### src/rtl/demorgan_pkg.sv
// Shared types and constants for the De Morgan truth-table sweep engine.
// Mode encodings, FSM states and the sweep length helper.
package demorgan_pkg;

  localparam logic MODE_NOR_FORM  = 1'b0;
  localparam logic MODE_NAND_FORM = 1'b1;

  typedef enum logic [1:0] {
    IDLE = 2'd0,
    RUN  = 2'd1,
    DONE = 2'd2
  } state_t;

  function automatic int unsigned vec_count(
    input int unsigned w
  );
    return 32'd1 << (2 * w);
  endfunction

endpackage

### src/rtl/demorgan_lanes.sv
// Bitwise evaluation of both sides of the selected De Morgan identity.
// Purely combinational; the sweep top registers the results.
module demorgan_lanes
  import demorgan_pkg::*;
#(
  parameter int WIDTH = 1
) (
  input  logic [WIDTH-1:0] a,
  input  logic [WIDTH-1:0] b,
  input  logic             mode,
  input  logic [WIDTH-1:0] mask,
  output logic [WIDTH-1:0] lhs,
  output logic [WIDTH-1:0] rhs,
  output logic             match
);

  always_comb begin
    lhs = '0;
    rhs = '0;
    unique case (1'b1)
      (mode == MODE_NOR_FORM): begin
        lhs = ~a & ~b;
        rhs = ~(a | b) ^ mask;
      end
      (mode == MODE_NAND_FORM): begin
        lhs = ~a | ~b;
        rhs = ~(a & b) ^ mask;
      end
      default: ;
    endcase
    match = (lhs == rhs);
  end

endmodule

### src/rtl/demorgan_sweep.sv
// Walks every {A,B} vector, streams both identity sides over valid/ready
// and counts accepted vectors whose sides disagree.
module demorgan_sweep
  import demorgan_pkg::*;
#(
  parameter int WIDTH = 1
) (
  input  logic               clk,
  input  logic               rst_n,
  input  logic               start,
  input  logic               mode,
  input  logic [WIDTH-1:0]   fault_mask,
  output logic               busy,
  output logic               out_valid,
  input  logic               out_ready,
  output logic [WIDTH-1:0]   out_a,
  output logic [WIDTH-1:0]   out_b,
  output logic [WIDTH-1:0]   out_lhs,
  output logic [WIDTH-1:0]   out_rhs,
  output logic               out_match,
  output logic [2*WIDTH:0]   err_count,
  output logic               done
);

  localparam int IW = 2 * WIDTH;
  localparam int EW = 2 * WIDTH + 1;
  localparam int unsigned NVEC = vec_count(WIDTH);
  localparam logic [IW-1:0] LAST = IW'(NVEC - 1);

  state_t r_state;
  state_t r_nxt;

  logic [IW-1:0]    r_idx;
  logic             r_mode;
  logic [WIDTH-1:0] r_mask;
  logic [WIDTH-1:0] r_lhs;
  logic [WIDTH-1:0] r_rhs;
  logic             r_match;
  logic [EW-1:0]    r_err;

  logic             w_start_acc;
  logic             w_accept;
  logic             w_last;
  logic             w_adv;
  logic [IW-1:0]    w_nidx;
  logic             w_mode;
  logic [WIDTH-1:0] w_mask;
  logic [WIDTH-1:0] w_lhs;
  logic [WIDTH-1:0] w_rhs;
  logic             w_match;

  assign w_start_acc = (r_state == IDLE) & start;
  assign w_accept    = (r_state == RUN) & out_ready;
  assign w_last      = (r_idx == LAST);
  assign w_adv       = w_accept & ~w_last;

  // Lanes see the vector about to be loaded so outputs stay registered.
  assign w_nidx = w_start_acc ? '0 : r_idx + IW'(1);
  assign w_mode = w_start_acc ? mode : r_mode;
  assign w_mask = w_start_acc ? fault_mask : r_mask;

  demorgan_lanes #(
    .WIDTH (WIDTH)
  ) u_lanes (
    .a     (w_nidx[IW-1:WIDTH]),
    .b     (w_nidx[WIDTH-1:0]),
    .mode  (w_mode),
    .mask  (w_mask),
    .lhs   (w_lhs),
    .rhs   (w_rhs),
    .match (w_match)
  );

  always_ff @(posedge clk or negedge rst_n) begin
    if (!rst_n) r_state <= IDLE;
    else        r_state <= r_nxt;
  end

  always_comb begin
    r_nxt = r_state;
    unique case (r_state)
      IDLE:    if (start) r_nxt = RUN;
      RUN:     if (w_accept && w_last) r_nxt = DONE;
      DONE:    r_nxt = IDLE;
      default: r_nxt = IDLE;
    endcase
  end

  always_comb begin
    busy      = (r_state == RUN) | (r_state == DONE);
    out_valid = (r_state == RUN);
    done      = (r_state == DONE);
  end

  always_ff @(posedge clk or negedge rst_n) begin
    if (!rst_n) begin
      r_idx   <= '0;
      r_mode  <= 1'b0;
      r_mask  <= '0;
      r_lhs   <= '0;
      r_rhs   <= '0;
      r_match <= 1'b0;
      r_err   <= '0;
    end else begin
      if (w_start_acc) begin
        r_mode <= mode;
        r_mask <= fault_mask;
      end
      if (w_start_acc || w_adv) begin
        r_idx   <= w_nidx;
        r_lhs   <= w_lhs;
        r_rhs   <= w_rhs;
        r_match <= w_match;
      end
      if (w_start_acc)
        r_err <= '0;
      else if (w_accept && !r_match)
        r_err <= r_err + EW'(1);
    end
  end

  assign out_a     = r_idx[IW-1:WIDTH];
  assign out_b     = r_idx[WIDTH-1:0];
  assign out_lhs   = r_lhs;
  assign out_rhs   = r_rhs;
  assign out_match = r_match;
  assign err_count = r_err;

endmodule

### config.mk
export PLATFORM = sky130hd
export DESIGN_NAME = demorgan_sweep
export DESIGN_NICKNAME = d
export VERILOG_FILES = /design/src/rtl/demorgan_pkg.sv /design/src/rtl/demorgan_lanes.sv /design/src/rtl/demorgan_sweep.sv
export SDC_FILE = /design/constraint.sdc
export NUM_CORES = 1
export LEC_CHECK = 0
export CAP_MARGIN = 20
export CORE_UTILIZATION = 25
export CTS_CLUSTER_DIAMETER = 80
export DETAILED_ROUTE_END_ITERATION = 8
export MAX_ROUTING_LAYER = met4
export PLACE_DENSITY = 0.57
export RECOVER_POWER = 50
export SYNTH_ARGS = -nofsm -noshare
export SYNTH_HDL_FRONTEND = slang
export SYNTH_HIERARCHICAL = 1
export SYNTH_SLANG_ARGS = --single-unit
### constraint.sdc
create_clock -name clk -period 1.8 [get_ports clk]
set_clock_uncertainty 0.1 [all_clocks]
set_input_delay 0.36 -clock clk [delete_from_list [all_inputs] [get_ports clk]]
set_output_delay 0.36 -clock clk [all_outputs]
set_load 0.01 [all_outputs]
==> results of run 1 <==
[worst min path at each step]
stage	from	endpoint	slack, ns	cells after the start
after floorplan	rst_n	err_count[0]	-0.04	0
after global placement	r_mask	r_mask	0.36	2
after detailed placement	r_mask	r_mask	0.37	2
after CTS	rst_n	r_idx[1]	0.36	1
after global routing	r_mask	r_mask	0.42	2
final	r_mask	r_mask	0.38	2
[per-stage QoR]
| stage | worst slack [ns] | area, sq um | instances | hold WS, ns | power (W) |
|---|---|---|---|---|---|
| after global routing | -0.0444 | 946 | 117 | 0.422 | 0.00175 |
| after CTS | 0.00567 | 941 | 117 | 0.364 | 0.00161 |
| final | 0.0294 | 946 | 117 | 0.380 | 0.00160 |
| after global placement | -0.264 | 920 | 114 | 0.364 | 0.00144 |
| after detailed placement | -0.287 | 920 | 114 | 0.370 | 0.00146 |
| after floorplan | -0.0836 | 654 | 61 | -0.0356 | 0.00102 |
[where the power goes]
group | internal [W] | switching [W] | total (W)
registers | 0.000388 | 0.0000704 | 0.000458
clock network | 0.0000774 | 0.0000870 | 0.000164
logic | 0.000553 | 0.000421 | 0.000974
[worst min-delay path, cell delays in order, from the launching register on]
cell	delay, ns
dfrtp_1	0.32
nand2_1	0.04
nand2_1	0.08
[sequential cells by signal, summed over array words and instances (netlist names)]
name       count
out_match      1
err_count      3
out_rhs        1
r_state        2
out_lhs        1
r_mask         1
r_mode         1
r_idx          2
[area by class of cell]
class                           count  area, sq um  area share
Tap cell                           28         35.0      0.0370
Timing Repair Buffer               26          229       0.242
Sequential cell                    12          300       0.317
Multi-Input combinational cell     42          337       0.356
Clock buffer                        3         22.5      0.0238
Inverter                            6         22.5      0.0238
[cells in the mapped netlist, types with 2 or more instances]
library cell and n:
dfrtp_1 12, nand2_1 10, ha_1 7, inv_1 6, mux2_2 5, nor2_1 4, xor2_1 3, nand3_1 2
nand3b_1 2, o21ai_0 2
[what timing repair did]
| action | in CTS | in global routing |
|---|---|---|
| setup endpoints to repair | 4 | 4 |
| pin swaps | 0 | 1 |
| gates resized for setup | 4 | 7 |
[kinds of logic (layout without fill, tap and decap cells)]
family / after synthesis / count (layout)
fa+ha+maj: 8 / 8
buf+inv: 7 / 35
simple gates: 22 / 22
xor+xnor: 4 / 4
compound gates: 3 / 3
mux: 5 / 5
flops: 12 / 12
[routing by layer]
layer | vias to the layer above | track usage | share of wire
met4 | 0 | 0.0263 | 0.0038
met3 | 2 | 0.0435 | 0.061
met1 | 238 | 0.151 | 0.48
met2 | 14 | 0.175 | 0.46
li1 | 252 | - | -
met5 | - | - | 0
==> reports/summary.md, run 1 <==
### Synthesis
* **area share of xor/xnor cells in the synthesized design** 0.0550
* **count of warnings emitted by yosys** 6
* **multiplexer share of the synthesized area** 0.0884
* **leading post-synthesis cells by cell area** dfrtp_1 (47%), ha_1 (14%), mux2_2 (8.8%)
* **Post-Syn Nets** 74
* **number of different library cells in the post-synthesis netlist** 18
* **area share of the largest cell type after synthesis** 0.472
* **portion of the post-synthesis area used by sequential elements** 0.472
* **fraction of the mapped netlist area in compound gates** 0.0236
* **register bit count reported by yosys** 12
* **Avg Inst Size Synth** 10.4 sq um
* **number of flops mapped to enable cells by yosys** 0
* **Adder-Cell Fraction of Synth Area** 0.155
* **share of flip-flops with an asynchronous set or reset** 1.00
* **most used flip-flop cell after synthesis** dfrtp_1
* **leading area contributor after synthesis** dfrtp_1
* **Post-Synthesis Cells** 61
* **largest family of logic cells by synthesized area** simple AND/OR/NAND/NOR gates
* **Syn Std Cell Area** 637 sq um
* **basic-gate share of the synthesized area counting and, or, nand and nor cells** 0.165

### Floorplan
* **Die Outline Area** 2750 sq um
* **starting density of the core** 0.277
* **core region area** 2300 sq um
* **number of I/O pins** 17
* **horizontal die dimension** 52.5 microns
* **# rows** 17
* **vertical die dimension** 52.5 microns

### Clock network
* **buffers inserted by post-CTS timing repair** 0
* **clock transition at the registers of the reported paths** 0.07 ns
* **source-to-sink clock delay at the later pin of the worst-skew pair** 0.27 ns
* **Num CTS Buffers** 3
* **cell at the root of the clock tree** clkbuf_4
* **CTS tree** done
* **htree depth** 1
* **number of clock sinks seen by CTS** 12
* **cts hold-fix bufs** 0
* **CTS max path bufs** 2

### Placement
* **placer congestion estimate** 0.727
* **half-perimeter wire length of the detailed placement result** 1050 microns
* **input/output buffers** 16

### Final layout
* **final design utilization** 0.412
* **total inserted antenna cells** 0
* **synthesis-to-finish area growth** 48.5%
* **net count of the finished layout** 104
* **fraction of layout cells with a size suffix above 1** 0.315
* **filler cell count** 244
* **highest-count cells in the layout ignoring fill and taps** dfrtp_1 (12), clkdlybuf4s50_1 (11), buf_4 (10), nand2_1 (8), ha_1 (6)
* **most frequent standard cell in the layout excluding fill and tap cells** dfrtp_1

### Min path
* **class of the tightest hold or removal check** flop to flop

### Global routing
* **all-layer global routing usage** 0.118
* **antenna violations before repair** 0
* **maximum number of pins on one net before global-route repair** 13
* **residual overflow from global routing** 0
* **wire length of the first global-routing pass** 2250 microns
* **vias in the first global route** 516

### Timing
* **fin. max-slew vios** 0
* **number of failing hold endpoints at the final stage** 0
* **final period utilization** 0.984
* **Tightest Pin Transition** 0.556 ns
* **relative max-transition margin** 0.628
* **Setup TNS** 0 ns
* **final critical path time including I/O delays and setup** 1.77 ns
* **endpoints failing setup** 0
* **setup repair after global routing missed its margin** true
* **maximum frequency from static timing analysis** 565 MHz

### Setup path
* **Largest stage delay, worst path** 0.45 ns
* **Worst Setup Start Kind** input pin
* **Crit path required time** 1.86 ns
* **family with the most delay on the worst path** buffers and inverters
* **Reg2Reg Capture Point** out_rhs
* **data arrival time at the worst-slack endpoint** 1.83 ns
* **count of cells along the worst register-to-register path** 8
* **highest fanout seen on the critical path** 3
* **Crit Reg-Reg Startpoint** r_state[0]
* **critical path cell sequence** clkdlybuf4s50_1 > and2_4 > nand2_1 > nand2_2 > maj3_2 > xnor2_1 > mux2_4
* **timing endpoint of the critical path** out_rhs
* **crit end category** flop
* **slack of the worst reg-to-reg path** 0.04 ns
* **critical-path cell with the highest stage delay** clkdlybuf4s50_1
* **type of the setup path with the least slack** input pin to flop
* **count of buffer and inverter cells on the critical path** 1
* **Critical path origin** start
* **critical path depth in cells** 7

### Pwr
* **power density relative to cell area** 1690 nW/um^2
* **worst vdd ir** 0.652 mV
* **reported leakage power** 0.457 nW

### Detailed routing
* **post-DR wirelength/cell** 11.2 microns
* **count of vias placed by the detailed router** 506
* **# DRC** 0
* **DRT Wirelength** 1310 microns
* **vias per cell** 4.32
* **number of iterations in the first detailed-routing pass** 4
* **detailed router's first-iteration violation count** 5
* **antenna-violating nets left** 0

### Job
* **maxcap violations** 0

### Status
* **run status** complete, no violations

No activity file was read; power rests on OpenSTA's default activity.
==> run 2: changes to the inputs <==
Settings changed: PLACE_DENSITY 0.57 to 0.56, SKIP_CTS_REPAIR_TIMING from default to 1.
Clock period 1.8 ns to 1.7 ns, I/O delays scaled along.
==> run 2 against run 1 <==
Against the previous run:
- the flow now finishes with violations (negative setup slack)
- global-route usage fell by 0.64 points
- non-clock buffer count rose by 4
- combinational power rose by 11%
- largest power group unchanged
- highest routed layer is now met3
==> reports/summary.md, run 2 (synthesis gave the netlist of run 1 again) <==
### Status
* **run status** finished, violations left
* **failing checks** negative setup slack

### Placement
* **half-perimeter wire length of the detailed placement result** 997 microns, -5.2%
* **Cells after DPL** 117, +2.6%
* **placer congestion estimate** 0.722, -0.70%
* **standard cell area after detailed placement** 942 sq um, +2.4%
* **input/output buffers** 16, unchanged

### Pwr
* **Clk pwr share** 0.100, -0.003
* **worst vdd ir** 0.617 mV, -5.4%
* **reported leakage power** 0.562 nW, +23%
* **combinational cell fraction of total power** 0.623, +0.013
* **power density relative to cell area** 1730 nW/um^2, +2.5%
* **Sequential Power Share** 0.277, -0.010
* **switching pwr** 0.000603 W, +4.2%
* **sw frac** 0.349, -0.0133
* **Int Pwr** 0.00112 W, +10%
* **total power of the final layout** 0.00173 W, +8.2%

### Clock network
* **cell at the root of the clock tree** clkbuf_4
* **CTS tree** done
* **clock transition at the registers of the reported paths** 0.07 ns, about the same
* **number of clock sinks seen by CTS** 12, unchanged
* **Num CTS Buffers** 3, unchanged
* **htree depth** 1, unchanged
* **source-to-sink clock delay at the later pin of the worst-skew pair** 0.27 ns, about the same
* **CTS max path bufs** 2, unchanged

### Timing
* **number of failing hold endpoints at the final stage** 0, unchanged
* **setup repair after global routing missed its margin** true
* **maximum frequency from static timing analysis** 570 MHz
* **final period utilization** 1.03
* **final critical path time including I/O delays and setup** 1.75 ns
* **Setup TNS** -0.0529 ns, -0.0529 ns
* **Min Hold Slack** 0.382 ns, +0.00203 ns
* **post-route worst setup slack** -0.0529 ns, -0.0823 ns
* **Tightest Pin Transition** 0.666 ns, +0.110 ns
* **relative max-transition margin** 0.556, -0.0720
* **endpoints failing setup** 1, +1
* **fin. max-slew vios** 0, unchanged

### Setup path
* **family with the most delay on the worst path** buffers and inverters
* **Reg2Reg Capture Point** out_rhs
* **critical path's most frequent cell** nand2_2
* **crit end category** flop
* **critical path depth in cells** 7, unchanged
* **critical-path cell with the highest stage delay** clkdlybuf4s50_1
* **count of cells along the worst register-to-register path** 8, unchanged
* **data arrival time at the worst-slack endpoint** 1.81 ns, -0.02 ns
* **Worst Setup Start Kind** input pin
* **count of buffer and inverter cells on the critical path** 1, unchanged
* **type of the setup path with the least slack** input pin to flop
* **Critical path origin** start
* **highest fanout seen on the critical path** 4, +1
* **Largest stage delay, worst path** 0.46 ns, about the same
* **critical path cell sequence** clkdlybuf4s50_1 > and2_4 > nand2_2 > nand2_2 > maj3_2 > xnor2_1 > mux2_4
* **Crit Reg-Reg Startpoint** r_state[0]
* **slack of the worst reg-to-reg path** -0.05 ns, -0.09 ns
* **Crit path required time** 1.76 ns, -0.10 ns

### Floorplan
* **number of I/O pins** 17, unchanged
* **Die Outline Area** 2750 sq um, unchanged
* **vertical die dimension** 52.5 microns, unchanged
* **starting density of the core** 0.277, unchanged
* **# rows** 17, unchanged
* **core region area** 2300 sq um, unchanged
* **horizontal die dimension** 52.5 microns, unchanged

### Min path
* **hold path startpoint** r_mask
* **depth of the worst hold-timing path** 2, unchanged
* **class of the tightest hold or removal check** flop to flop
* **destination of the worst hold path** r_mask

### Final layout
* **count of placed standard cells in the final layout, fillers left out** 121, +3.4%
* **fraction of layout cells with a size suffix above 1** 0.333, +0.0187
* **highest-count cells in the layout ignoring fill and taps** buf_4 (13), dfrtp_1 (12), clkdlybuf4s50_1 (8), nand2_1 (7), dlymetal6s2s_1 (7)
* **number of flip-flops in the largest register** 3, unchanged
* **synthesis-to-finish area growth** 56.8%
* **most frequent standard cell in the layout excluding fill and tap cells** buf_4
* **total inserted antenna cells** 0, unchanged
* **net count of the finished layout** 108, +3.8%
* **filler cell count** 234, -4.1%
* **final design instance area without fill** 998 sq um, +5.6%

### Global routing
* **vias in the first global route** 493, -4.5%
* **all-layer global routing usage** 0.111, -0.00639
* **maximum number of pins on one net before global-route repair** 13, unchanged
* **antenna violations before repair** 0, unchanged
* **residual overflow from global routing** 0, unchanged
* **wire length of the first global-routing pass** 2130 microns, -5.5%

### Job
* **maxcap violations** 0, unchanged

### Detailed routing
* **count of vias placed by the detailed router** 506, unchanged
* **antenna-violating nets left** 0, unchanged
* **detailed router's first-iteration violation count** 4, -1
* **post-DR wirelength/cell** 10.3 microns, -8.4%
* **number of iterations in the first detailed-routing pass** 2, -2
* **DRT Wirelength** 1240 microns, -5.3%
* **vias per cell** 4.18, -3.3%
* **# DRC** 0, unchanged

run 2: cell types whose count changed in the layout (fill, tap and decap cells not counted):
| cell | previous run | this run |
|---|---|---|
| buf_4 | 10 | 13 |
| clkbuf_1 | 0 | 1 |
| clkbuf_2 | 1 | 0 |
| clkdlybuf4s15_1 | 1 | 0 |
| clkdlybuf4s25_1 | 1 | 0 |
| clkdlybuf4s50_1 | 11 | 8 |
| dlygate4sd2_1 | 1 | 0 |
| dlymetal6s2s_1 | 0 | 7 |
| nand2_1 | 8 | 7 |
| nand2_2 | 3 | 4 |
run 2: per-layer routing:
metal  routed length (microns)  GRT usage  vias to the layer above
met4                         0     0.0263                        0
met2                       631      0.192                       12
met5                         0          -                        -
li1                          -          -                      261
met1                       521      0.117                      233
met3                        88     0.0464                        0
run 2: power by group through the flow:
stage	clock, W	sequential [W]	combinational (W)
detailed placement	0	0.000489	0.00108
CTS	0.000185	0.000484	0.00108
global placement	0	0.000485	0.00107
global route	0.000199	0.000498	0.00121
floorplan	0	0.000528	0.000552
finish	0.000172	0.000479	0.00108
run 2: area by class of cell:
type / count / area (sq um) / area share
Tap cell: 28 / 35.0 / 0.0351
Timing Repair Buffer: 30 / 279 / 0.279
Sequential cell: 12 / 300 / 0.301
Multi-Input combinational cell: 42 / 339 / 0.340
Clock buffer: 3 / 22.5 / 0.0226
Inverter: 6 / 22.5 / 0.0226
run 2: worst max-delay path by stage:
| stage | endpoint | slack, ns |
|---|---|---|
| global placement | out_rhs | -0.36 |
| floorplan | out_rhs | -0.18 |
| CTS | out_valid | -0.30 |
| global route | out_rhs | -0.12 |
| finish | out_rhs | -0.05 |
| detailed placement | out_rhs | -0.40 |
run 2: per-stage QoR:
stage,setup WS (ns),util
2_1_floorplan,-0.184,-
3_3_place_gp,-0.355,0.410
3_5_place_dp,-0.397,0.410
4_1_cts,-0.302,0.420
5_1_grt,-0.119,0.435
6_report,-0.0529,0.435
run 2: worst register-to-register path, stage by stage, from the launching register on:
cell	delay (ns)
dfrtp_1	0.36
inv_2	0.06
ha_4	0.16
and2_4	0.15
nand2_2	0.07
nand2_2	0.06
maj3_2	0.32
xnor2_1	0.13
mux2_4	0.25
==> run 3: changes to the inputs <==
Settings changed: CORE_MARGIN from default to 5, SLEW_MARGIN from default to 5.
==> run 3 against run 2 <==
Against the previous run:
- the run still ends with negative setup slack left
- power rose by 6.1%
- sequential share of layout area shrank 0.19 points
- hold slack lost 0.00064 ns
- global-route usage shrank 1.7 points
- combinational power is 5% higher
- final area increased by 0.63%
- first-iteration DRC count fell by 50%
- wire length is 9.8% higher
- count of clock-buffer cells in the layout up 1
- sequential cell count stayed put
- final cell count grew 1.7%
- critical path type unchanged
==> reports/summary.md, run 3 (synthesis gave the netlist of run 1 again) <==
### Status
* **run status** finished, violations left
* **failing checks** negative setup slack

### Pwr
* **Clk pwr share** 0.125, +0.025
* **combinational cell fraction of total power** 0.615, -0.008
* **power density relative to cell area** 1820 nW/um^2, +5.5%
* **reported leakage power** 0.545 nW, -3.2%
* **Int Pwr** 0.00120 W, +6.4%
* **total power of the final layout** 0.00183 W, +6.1%
* **worst vdd ir** 1.03 mV, +66%
* **Sequential Power Share** 0.260, -0.017
* **switching pwr** 0.000637 W, +5.7%
* **sw frac** 0.347, -0.00152

### Timing
* **maximum frequency from static timing analysis** 556 MHz, -2.5%
* **setup repair after global routing missed its margin** true
* **post-route worst setup slack** -0.0972 ns, -0.0443 ns
* **number of failing hold endpoints at the final stage** 0, unchanged
* **relative max-transition margin** 0.560, +0.00418
* **final period utilization** 1.06, +0.0261
* **Min Hold Slack** 0.382 ns, -0.000644 ns
* **final critical path time including I/O delays and setup** 1.80 ns, +0.0443 ns
* **Tightest Pin Transition** 0.660 ns, -0.00626 ns
* **fin. max-slew vios** 0, unchanged
* **endpoints failing setup** 1, unchanged

### Final layout
* **synthesis-to-finish area growth** 57.8%
* **final design utilization** 0.409, -0.0254
* **net count of the finished layout** 107, -0.93%
* **total inserted antenna cells** 0, unchanged
* **number of flip-flops in the largest register** 3, unchanged
* **fraction of layout cells with a size suffix above 1** 0.333, unchanged
* **highest-count cells in the layout ignoring fill and taps** dfrtp_1 (12), buf_4 (12), clkdlybuf4s50_1 (9), nand2_1 (8), ha_1 (6)
* **final design instance area without fill** 1000 sq um, +0.63%

### Detailed routing
* **DRT Wirelength** 1360 microns, +9.8%
* **post-DR wirelength/cell** 11.1 microns, +8.0%
* **count of vias placed by the detailed router** 516, +2.0%
* **antenna-violating nets left** 0, unchanged
* **# DRC** 0, unchanged
* **detailed router's first-iteration violation count** 2, -2
* **number of iterations in the first detailed-routing pass** 2, unchanged
* **vias per cell** 4.20, +0.32%

### Setup path
* **type of the setup path with the least slack** input pin to flop
* **Crit path required time** 1.77 ns, about the same
* **Worst Setup Start Kind** input pin
* **highest fanout seen on the critical path** 4, unchanged
* **crit end category** flop
* **data arrival time at the worst-slack endpoint** 1.87 ns, +0.06 ns

### Clock network
* **clock transition at the registers of the reported paths** 0.08 ns, about the same
* **source-to-sink clock delay at the later pin of the worst-skew pair** 0.28 ns, about the same
* **cell at the root of the clock tree** clkbuf_4
* **CTS tree** done
* **Num CTS Buffers** 3, unchanged
* **number of clock sinks seen by CTS** 12, unchanged
* **CTS max path bufs** 2, unchanged
* **htree depth** 1, unchanged

### Min path
* **class of the tightest hold or removal check** flop to flop

### Global routing
* **vias in the first global route** 569, +15%
* **residual overflow from global routing** 0, unchanged
* **wire length of the first global-routing pass** 2370 microns, +12%
* **maximum number of pins on one net before global-route repair** 13, unchanged
* **all-layer global routing usage** 0.0943, -0.0168
* **antenna violations before repair** 0, unchanged

### Placement
* **placer congestion estimate** 0.759, +5.1%
* **pre-CTS WS** -0.362 ns, +0.0356 ns
* **input/output buffers** 16, unchanged
* **standard cell area after detailed placement** 930 sq um, -1.3%
* **half-perimeter wire length of the detailed placement result** 1080 microns, +8.5%

### Job
* **maxcap violations** 0, unchanged

### Floorplan
* **core region area** 2450 sq um, +6.9%
* **starting density of the core** 0.259, -0.0178
* **# rows** 18, +1
* **number of I/O pins** 17, unchanged
* **vertical die dimension** 60.5 microns, +15%
* **horizontal die dimension** 60.5 microns, +15%
* **Die Outline Area** 3660 sq um, +33%

-- run 3: layer usage --
metal	track usage	routed length, microns	up-vias
met5	-	0	-
met1	0.109	601	241
met4	0.0372	17	0
met2	0.142	652	12
li1	-	-	261
met3	0.0447	91	2
-- run 3: layout make-up --
| cell class | instances | area [sq um] |
|---|---|---|
| multi-input combinational | 42 | 347 |
| timing repair buffer | 29 | 262 |
| fill | 243 | 1450 |
| inverter | 6 | 22.5 |
| sequential | 12 | 300 |
| clock buffer | 4 | 36.3 |
| tap | 30 | 37.5 |
-- run 3: final timing paths --
kind / depth (start not counted) / end / slack (ns) / from
min in group asynchronous: 2 / err_count[2] / 0.49 / rst_n
min: 2 / r_mode / 0.38 / r_mode
max: 7 / out_rhs / -0.1 / start
max reg2reg: 8 / out_rhs / -0.08 / r_state[1]
min reg2reg: 2 / r_mode / 0.38 / r_mode
max in group asynchronous: 2 / out_lhs / 0.58 / rst_n
-- run 3: per-stage QoR --
| stage | cells | setup TNS, ns |
|---|---|---|
| finish | 123 | -0.0972 |
| floorplan | 61 | -0.256 |
| CTS | 121 | -0.987 |
| global route | 123 | -0.240 |
| detailed placement | 117 | -0.820 |
| global placement | 117 | -0.858 |
-- run 3: critical path, stage by stage --
cell and delay (ns):
clkdlybuf4s50_1 0.48, and2_4 0.21, nor2_1 0.08, inv_1 0.05
maj3_2 0.32, xnor2_2 0.13, mux2_4 0.25
-- run 3: power groups by stage --
stage          registers, W  logic (W)  clock network, W
6_report           0.000476    0.00113          0.000230
5_1_grt            0.000489    0.00126          0.000262
3_3_place_gp       0.000486    0.00105                 0
2_1_floorplan      0.000528   0.000552                 0
3_5_place_dp       0.000490    0.00107                 0
4_1_cts            0.000486    0.00108          0.000238
